===== src/rtl/water_flow_if.sv =====
// water_flow_if: level sample, direction and fault flag between the valve controller side and the flow monitor
interface water_flow_if;
  logic [9:0] water_level_sensor;
  logic       mode;
  logic       error_flag;
  modport master(output water_level_sensor, mode, input error_flag);
  modport slave(input water_level_sensor, mode, output error_flag);
endinterface


===== src/rtl/water_flow_monitor.sv =====
// water_flow_monitor: sticky fault when the water level fails to move in the commanded direction fast enough
module water_flow_monitor #(
  parameter int THRESHOLD  = 10,
  parameter int TIME_LIMIT = 10
) (
  input logic         clk,
  input logic         reset,
  water_flow_if.slave bus
);
  localparam int CW = $clog2(TIME_LIMIT + 1);
  typedef enum logic [1:0] {PRIME, MONITOR, ERROR} state_t;
  state_t          state;
  logic [9:0]      prev_level;
  logic [CW-1:0]   stall_cnt;
  logic            last_mode;
  logic            error_flag;
  logic [10:0]     lvl, prv, th;
  logic            progress;
  assign bus.error_flag = error_flag;
  // Per-sample progress test in 11 bits so neither sum can wrap at the rails
  always_comb begin
    lvl      = {1'b0, bus.water_level_sensor};
    prv      = {1'b0, prev_level};
    th       = 11'(THRESHOLD);
    progress = bus.mode ? (lvl >= prv + th) : (lvl + th <= prv);
  end
  // Prime / monitor / latched-error supervisor; error only exits through reset
  always_ff @(posedge clk) begin
    if (reset) begin
      state      <= PRIME;
      stall_cnt  <= '0;
      prev_level <= '0;
      last_mode  <= bus.mode;
      error_flag <= 1'b0;
    end else begin
      last_mode <= bus.mode;
      if (state == PRIME) begin
        prev_level <= bus.water_level_sensor;
        stall_cnt  <= '0;
        state      <= MONITOR;
      end else if (state == MONITOR) begin
        prev_level <= bus.water_level_sensor;
        if (bus.mode != last_mode) begin
          state     <= PRIME;
          stall_cnt <= '0;
        end else if (progress) begin
          stall_cnt <= '0;
        end else if (stall_cnt == CW'(TIME_LIMIT - 1)) begin
          stall_cnt  <= stall_cnt + 1'b1;
          state      <= ERROR;
          error_flag <= 1'b1;
        end else begin
          stall_cnt <= stall_cnt + 1'b1;
        end
      end
    end
  end
endmodule


===== src/flat_wrapper.sv =====
// flat-port wrapper written by rule: the top's interface ports become plain ports
module water_flow_monitor_flat 
#(
  parameter int THRESHOLD  = 10,
  parameter int TIME_LIMIT = 10
)
  (clk, reset, bus_water_level_sensor, bus_mode, bus_error_flag);
  water_flow_if bus_i ();
  input logic clk;
  input logic reset;
  input wire logic [$bits(bus_i.water_level_sensor)-1:0] bus_water_level_sensor;
  input wire logic [$bits(bus_i.mode)-1:0] bus_mode;
  output wire logic [$bits(bus_i.error_flag)-1:0] bus_error_flag;
  assign bus_i.water_level_sensor = bus_water_level_sensor;
  assign bus_i.mode = bus_mode;
  assign bus_error_flag = bus_i.error_flag;
  water_flow_monitor #(.THRESHOLD(THRESHOLD), .TIME_LIMIT(TIME_LIMIT)) u_core (.clk(clk), .reset(reset), .bus(bus_i));
endmodule

===== config.mk =====
export PLATFORM = sky130hd
export DESIGN_NAME = water_flow_monitor_flat
export DESIGN_NICKNAME = d
export VERILOG_FILES = /design/src/rtl/water_flow_if.sv /design/src/rtl/water_flow_monitor.sv /design/src/flat_wrapper.sv
export SDC_FILE = /design/constraint.sdc
export NUM_CORES = 1
export LEC_CHECK = 0
export CAP_MARGIN = 10
export CELL_PAD_IN_SITES_DETAIL_PLACEMENT = 1
export CELL_PAD_IN_SITES_GLOBAL_PLACEMENT = 2
export CORE_UTILIZATION = 34
export CTS_BUF_LIST = sky130_fd_sc_hd__clkbuf_16
export DETAILED_ROUTE_END_ITERATION = 16
export PLACE_DENSITY = 0.76
export SLEW_MARGIN = 0
export SYNTH_ARGS = -nofsm -noshare
export SYNTH_HDL_FRONTEND = slang
export SYNTH_SLANG_ARGS = --single-unit

===== constraint.sdc =====
create_clock -name clk -period 3.36 [get_ports clk]
set_input_delay 0.672 -clock clk [delete_from_list [all_inputs] [get_ports clk]]
set_output_delay 0.672 -clock clk [all_outputs]
set_load 0.01 [all_outputs]

Word-level counts from Yosys, hierarchy flattened
Cells that the tools add are included.

word-level totals
  register bits after elaboration = 18
  bits in latches = 0
  bits in writable memories = 0
  memory bits (read-only) = 0
  bits of input ports = 13
  output and inout port bits = 1
  word-level logic and storage cells = 37
  memories = 0

operators by class
  add/subtract/negate cells = 3
  $mul = 0
  div/mod/pow operators = 0
  $lt $le $gt $ge = 2
  equal/unequal tests = 5
  shift-type cells = 0
  mux-type cells = 10
  bitwise operators = 3
  reduce and logical (&&, ||, !) cells = 8

operators with widths
  cell                                           count
  adder 10 x 4 -> 11 bit, second input constant  2
  two-way mux 10 bit                             2
  greater-or-equal comparator 10 x 11 -> 1 bit   1
  <= comparator 11 x 10 -> 1 bit                 1
  two-way mux 4 bit                              2
  two-way mux 2 bit                              3
  AND reduction 3 bit                            2
  AND reduction 5 bit                            1
  adder 4 x 1 -> 4 bit, second input constant    1
  == test 4 bit, second input constant           1
  nonzero test 2 bit                             2
  two-way mux 1 bit                              3
  inequality test 3 bit, second input constant   1
  NOT 1 bit                                      3
  nonzero test 3 bit                             1
  == test 2 x 1 -> 1 bit, second input constant  1
  logical NOT 2 bit                              1
  inequality test 2 bit, second input constant   1
  OR reduction 2 bit                             1
  inequality test 1 bit                          1

Depth between registers and ports, before layout
Gate-level depths: netlist of the first run.

  depth in word-level cells = 7
  gate-level depth with buffers = 12
  gate-level depth less buffers = 12

Worst setup path after synthesis of the first run
No wires, ideal clock.

  path kind = reg2reg
  start = reg u_core.prev_level[4]
  end = reg u_core.stall_cnt[2]
  data arrival time = 2.923 ns
  slack = 0.363 ns
  cell stages (with the launch flop) = 12
  path buffers = 0
  period minus slack after synthesis = 2.997 ns
  path through = dfxtp_1 -> and3_1 -> o21ai_0 -> or3_1 -> xnor2_1 -> ha_1 -> a2111oi_0 -> nand2_1 -> o2111ai_2 -> nand4_2 -> or4b_1 -> a31oi_1

on the way
  longest elaborated chain between the ends = 5

ends and longest elaborated chain
  item                                          RTL line                  text
  start: declaration                            water_flow_monitor.sv:13  logic [9:0] prev_level;
  start signal: assignment                      water_flow_monitor.sv:38  prev_level <= bus.water_level_sensor;
  start signal: assignment                      water_flow_monitor.sv:42  prev_level <= bus.water_level_sensor;
  adder 10 x 4 -> 11 bit                        water_flow_monitor.sv:25  progress = bus.mode ? (lvl >= prv + th) : (lvl + th <= prv);
  greater-or-equal comparator 10 x 11 -> 1 bit  water_flow_monitor.sv:25
  two-way mux 1 bit (*)                         water_flow_monitor.sv:25
  two-way mux 4 bit (*)                         water_flow_monitor.sv:46  end else if (progress) begin
  two-way mux 4 bit (*)                         water_flow_monitor.sv:43  if (bus.mode != last_mode) begin
  end signal: assignment                        water_flow_monitor.sv:49  stall_cnt <= stall_cnt + 1'b1;
  end signal: assignment                        water_flow_monitor.sv:53  stall_cnt <= stall_cnt + 1'b1;
  end: declaration                              water_flow_monitor.sv:14  logic [CW-1:0] stall_cnt;

Every way passes the cells marked *; elsewhere a longest branch is shown, timed or not.
A chain may end at the register's enable or synchronous reset.

Worst setup path after layout of the first run
  start = in bus_water_level_sensor[8]
  end = reg u_core.stall_cnt[2]

on the way
  longest elaborated chain between the ends = 5

ends and longest elaborated chain
  item                            RTL line                  text
  start: declaration              flat_wrapper.sv:11        input wire logic [$bits(bus_i.water_level_sensor)-1:0] bus_water_level_sensor;
  adder 10 x 4 -> 11 bit          water_flow_monitor.sv:25
  <= comparator 11 x 10 -> 1 bit  water_flow_monitor.sv:25
  two-way mux 1 bit (*)           water_flow_monitor.sv:25
  two-way mux 4 bit (*)           water_flow_monitor.sv:46
  two-way mux 4 bit (*)           water_flow_monitor.sv:43

Marks and branches as above.

==> impl_metrics.yaml, run 1 <==
sta:
  finalCriticalPeriod_ns: 3.26
  min_period_over_period_pct: 97.1
  grt_setup_unrepaired: "yes"
  setup_viol_count_final: 0
  maxSlewHeadroom_pct: 35.9
  setup_slack_ns: 0.0977
  fin_skew_ns: 0.00302
  worst_pin_slew_ns: 0.960
  max_freq_mhz: 307
  final_max_slew_viol_count: 0
  hold_viol: 0
clocking:
  cts.reportedPaths.clkPinSlew_ns: 0.06
  cts_hold_buffers: 0
  cts_max_path_buffers: 2
  cts_tree: "built"
  clock_sink_count: 18
  cts-root-buf: "clkbuf_16"
  clock_latency_ns: 0.25
  htree_levels: 1
  cts_made_buffers: 3
synthesis:
  synthXorXnorAreaFrac_pct: 9.76
  synthAdderAreaFrac_pct: 20.0
  ys_ff_latch: 18
  yosysSeqAreaShare_pct: 25.1
  synth_fp_nets: 204
  synth_area_per_cell_um2: 8.55
  synth_top_family_by_area: "adder cells"
  synth-simple-area-share_pct: 17.5
  ys.flop_type: "dfxtp_1"
  syn-cell-area_um2: 1440
  synthMuxAreaShare_pct: 6.97
  ys.warnings.count: 0
  yosys.cell_types.count: 36
  synth_edf_count: 0
  synthCells: 168
  synth-compound-area-share_pct: 15.7
  ys_async_sr_fraction_pct: 0
final_layout:
  layout_commonest_cell: "ha_1"
  nets: 239
  layout_common_cells: "ha_1 (21), buf_4 (20), dfxtp_1 (17)"
  antenna_cells: 0
  layout-drive-gt1-share_pct: 23.8
  area_growth_pct: 35.8
detailed_routing:
  dr.pass1.iters: 4
  via_per_inst: 5.22
  wirelength_um: 4110
  antenna_left: 0
  via_count: 1316
  route.detailed.drc: 0
  wire_per_inst_um: 16.3
  dr.first_iter.drc_count: 48
min_path:
  hold_class: "reg -> reg"
  holdPathEnd: "u_core.bus.error_flag"
  hold_path_startpoint: "u_core.bus.error_flag"
  holdPathStages: 2
critical_path:
  rr_worst_depth: 11
  crit_type: "in -> reg"
  crit_fanout: 7
  worstReg2RegEnd: "u_core.stall_cnt[2]"
  cp-end-kind: "flop"
  r2r_setup_slack_ns: 0.11
  r2r_start: "u_core.prev_level[2]"
  cp.required_ns: 3.53
  startpoint_type: "input pin"
  critPathArrivalTime_ns: 3.43
pwr:
  p_total_uw: 657
  leakagePower_uw: 0.000785
  vdd_drop_max_v: 0.000139
  pwr_density_cell_nw_per_um2: 337
floorplan:
  dieArea_um2: 4490
  start_util_pct: 35.7
  die_y_um: 67.0
  fp.dieW_um: 67.0
  io_pins: 14
  row_count: 23
  coreArea_um2: 4030
global_routing:
  grt_pass1_vias: 1431
  antenna_found_initial: 0
  grt_usage_pct: 20.4
  grt_overflow: 0
  grt_pass1_wl_um: 6740
  grt_max_degree: 22
placement:
  port_buffers: 13
  dp_hpwl_um: 3200
  place_congestion: 0.866
  pre_cts_ws_ns: -0.394
run_status:
  status: "finished clean"
flow_run:
  cap_violations: 0
## cell families (layout without fill, tap and decap cells)
group / count (synthesis) / count (layout)
and+or+nand+nor: 48 / 48
DFF: 18 / 18
xor gates and xnor gates: 16 / 16
buffers and inverters: 19 / 53
adders and majority gates: 23 / 23
muxes: 10 / 10
AOI/OAI and AO/OA: 34 / 34
## per-layer routing
metal / track usage [%] / up-vias / wire length [um]
li1: - / 663 / -
met5: 0 / - / 0
met4: 7.18 / 0 / 53
met3: 1.03 / 4 / 25
met2: 35.7 / 11 / 2070
met1: 26.0 / 638 / 1960
## synthesized netlist by cell type, types with 2 or more instances
cell type  instances  area, um2
ha_1              23        288
dfxtp_1           18        360
inv_1             15       56.3
a21oi_1           14       70.1
nor2_1            13       48.8
xnor2_1           13        114
nand2_1           12       45.0
mux2i_1           10        100
nand3_1            6       30.0
o21ai_0            4       20.0
clkbuf_1           3       11.3
o211ai_1           3       22.5
or3_1              3       18.8
or3_2              3       22.5
xor2_1             3       26.3
a21o_2             2       17.5
a31oi_1            2       12.5
and3_1             2       12.5
o2111ai_1          2       17.5
## flip-flops by register name, indices dropped and copies added, names as in the netlist
| signal | cells |
|---|---|
| u_core.last_mode | 1 |
| u_core.prev_level | 10 |
| u_core.stall_cnt | 4 |
| u_core.state | 2 |
| u_core.bus.error_flag | 1 |
## where the power goes
group,total [uW],internal [uW],switching [uW]
clock network,244,158,85.9
registers,231,223,7.91
logic,182,88.5,93.0
## what timing repair did
action | in CTS | in global routing
endpoints found under the hold margin | 0 | 0
gates resized for setup | 12 | 12
pin swaps | 2 | 6
setup buffers | 2 | 0
endpoints found under the setup margin | 4 | 4
## layout make-up
class,instances,area [um2]
well taps,50,62.6
clock inverters,1,3.75
flip-flops and latches,18,362
repair buffers,34,292
fillers,485,2080
clock buffers,3,75.1
inverters,15,56.3
multi-input cells,131,1100
## metrics by stage
step	area, um2	setup TNS (ns)	std cells	hold WS (ns)	utilization [%]
2_1_floorplan	1440	0	168	0.463	-
3_3_place_gp	1760	-0.771	246	0.435	43.6
3_5_place_dp	1760	-1.32	246	0.447	43.6
4_1_cts	1890	0	252	0.457	46.9
5_1_grt	1950	-0.0595	252	0.508	48.4
6_report	1950	0	252	0.455	48.4
## worst max-delay path, cell delays in order
cell and delay [ns]:
clkdlybuf4s50_1 0.48, and3_1 0.21, o2111ai_2 0.15, xnor2_1 0.15, ha_1 0.30, nand2_1 0.12, nor4_1 0.08, or2_2 0.31
o311ai_2 0.11, nand4_4 0.18, or4b_1 0.50, a31oi_1 0.17
## how the worst max path moves through the flow
| stage | startpoint | end | cells past startpoint |
|---|---|---|---|
| CTS | u_core.prev_level[5] | u_core.stall_cnt[2] | 11 |
| global placement | bus_water_level_sensor[1] | u_core.stall_cnt[2] | 12 |
| floorplan | u_core.prev_level[4] | u_core.stall_cnt[2] | 11 |
| detailed placement | bus_water_level_sensor[1] | u_core.stall_cnt[2] | 12 |
| global route | bus_water_level_sensor[5] | u_core.stall_cnt[2] | 12 |
| finish | bus_water_level_sensor[8] | u_core.stall_cnt[2] | 12 |
No activity file was read; power rests on OpenSTA's default activity.
==> run 2: changes to the inputs <==
--- a/config.mk
+++ b/config.mk
@@ -8,10 +8,10 @@
 export CAP_MARGIN = 10
 export CELL_PAD_IN_SITES_DETAIL_PLACEMENT = 1
 export CELL_PAD_IN_SITES_GLOBAL_PLACEMENT = 2
-export CORE_UTILIZATION = 34
+export CORE_UTILIZATION = 30
 export CTS_BUF_LIST = sky130_fd_sc_hd__clkbuf_16
 export DETAILED_ROUTE_END_ITERATION = 16
-export PLACE_DENSITY = 0.76
+export PLACE_DENSITY = 0.68
 export SLEW_MARGIN = 0
 export SYNTH_ARGS = -nofsm -noshare
 export SYNTH_HDL_FRONTEND = slang
==> constraint.sdc (replaced) <==
create_clock -name clk -period 3.7 [get_ports clk]
set_input_delay 0.74 -clock clk [delete_from_list [all_inputs] [get_ports clk]]
set_output_delay 0.74 -clock clk [all_outputs]
set_load 0.01 [all_outputs]
==> run 2 against run 1 <==
Total power fell by 13%. Via count fell by 3.8%. Setup slack improved by 0.11 ns. Critical path depth did not move. Routed wire length fell by 6.3%. Register-to-register slack improved by 0.15 ns. Sequential share of layout area rose by 1.5 points.
==> impl_metrics.yaml, run 2 (synthesized netlist as in run 1, its figures left out) <==
floorplan:
  start_util_pct: 32.1
  die_y_um: 71.2
  row_count: 24
  dieArea_um2: 5070
  io_pins: 14
  coreArea_um2: 4470
  fp.dieW_um: 71.2
sta:
  setup_viol_count_final: 0
  hold_viol: 0
  min_period_over_period_pct: 94.5
  maxSlewHeadroom_pct: 36.5
  final_max_slew_viol_count: 0
  worst_pin_slew_ns: 0.951
  fin_skew_ns: 0.00277
  max_freq_mhz: 286
  grt_setup_unrepaired: "no"
  finalCriticalPeriod_ns: 3.50
final_layout:
  top_regs: "u_core.prev_level (10), u_core.stall_cnt (4), u_core.state (2)"
  area_growth_pct: 25.1
  layout_commonest_cell: "ha_1"
  regMostFlops: "u_core.prev_level"
  seqCellArea_um2: 360
  stdcell_area_um2: 1800
  multi_input_area_um2: 1020
  n_fill_cell: 539
  antenna_cells: 0
  layout_common_cells: "ha_1 (23), dfxtp_1 (18), inv_1 (15)"
  layout-drive-gt1-share_pct: 14.5
  largest_reg_flops: 10
  nets: 230
global_routing:
  grt_max_degree: 22
  grt_pass1_wl_um: 6880
  grt_overflow: 0
  antenna_found_initial: 0
  grt_usage_pct: 17.5
  grt_pass1_vias: 1418
critical_path:
  cp_cell_sequence: "clkdlybuf4s50_1 -> ha_1 -> o2111ai_1 -> xnor2_1 -> ha_1 -> nand3_1 -> nor4_1 -> or2_2 -> o311ai_2 -> nand4_2 -> or4b_1 -> a31oi_1"
  crit_top_cell: "ha_1"
  path_buf_inv: 1
  startpoint_type: "input pin"
  cp.required_ns: 3.86
  crit_type: "in -> reg"
  critPathArrivalTime_ns: 3.66
  crit_fanout: 7
  path_delay_family: "simple AND/OR/NAND/NOR gates"
  slowest_stage: "or4b_1"
  worst_path_largest_cell_delay_ns: 0.54
  cp-end-kind: "flop"
detailed_routing:
  antenna_left: 0
  route.detailed.drc: 0
  wire_per_inst_um: 15.7
  via_count: 1266
  dr.first_iter.drc_count: 37
  wirelength_um: 3850
  dr.pass1.iters: 4
  via_per_inst: 5.17
pwr:
  vdd_drop_max_v: 0.000145
  leakagePower_uw: 0.000721
  p_total_uw: 568
  pwr_density_cell_nw_per_um2: 316
clocking:
  clock_latency_ns: 0.25
  htree_levels: 1
  cts_hold_buffers: 0
  cts_max_path_buffers: 2
  clock_sink_count: 18
  cts_setup_buffers: 0
  cts_made_buffers: 3
  cts_tree: "built"
  cts.reportedPaths.clkPinSlew_ns: 0.05
  cts_resized: 0
  cts-root-buf: "clkbuf_16"
flow_run:
  cap_violations: 0
run_status:
  status: "finished clean"
placement:
  port_buffers: 13
  dp_hpwl_um: 3100
  placed_area_um2: 1710
  place_congestion: 0.819
min_path:
  hold_class: "reg -> reg"
-- run 2: cell types whose count changed in the layout (fill, tap and decap cells not counted), moves of 2 or more --
cell and change:
o21ai_0 +2, buf_4 -8, o21ai_1 -2, clkdlybuf4s50_1 +3, o2111ai_1 +2, ha_1 +2, dlygate4sd2_1 -2
-- run 2: stage by stage --
step	setup slack [ns]	TNS (ns)	hold slack, ns	utilization, %	std cells
floorplan	0.654	0	0.463	-	168
detailed placement	-0.109	-0.150	0.450	38.1	241
global route	0.000657	0	0.484	40.2	245
CTS	0.140	0	0.459	39.9	245
global placement	-0.0408	-0.0408	0.438	38.1	241
finish	0.203	0	0.446	40.2	245
-- run 2: path summary, 6_finish.rpt --
path	startpoint	endpoint	slack, ns	depth (start not counted)
max	bus_water_level_sensor[1]	u_core.stall_cnt[2]	0.20	12
min	u_core.bus.error_flag	u_core.bus.error_flag	0.45	2
max reg2reg	u_core.prev_level[1]	u_core.stall_cnt[2]	0.26	11
min reg2reg	u_core.bus.error_flag	u_core.bus.error_flag	0.45	2
-- run 2: tightest hold or removal path: stages (launching register included) --
cell,delay [ns]
dfxtp_1,0.30
inv_1,0.05
a21oi_1,0.05
-- run 2: final cells by class --
| class | count | area share, % |
|---|---|---|
| multi-input cells | 131 | 56.5 |
| flip-flops and latches | 18 | 20.1 |
| repair buffers | 25 | 12.3 |
| clock buffers | 3 | 4.18 |
| well taps | 52 | 3.62 |
| inverters | 15 | 3.13 |
| clock inverters | 1 | 0.209 |
-- run 2: per-layer routing --
metal  up-vias  routed length [um]  GRT usage (%)
met4         0                  76           6.44
met1       603                1920           22.8
met5         -                   0              0
met2        12                1810           29.8
li1        645                   -              -
met3         6                  48           1.85
-- run 2: report_power, final --
part	internal, uW	total (uW)	leakage, uW	switching [uW]
sequential	202	211	0.000149	9.01
combinational	68.7	141	0.000534	72.2
clock	144	216	0.0000385	72.5
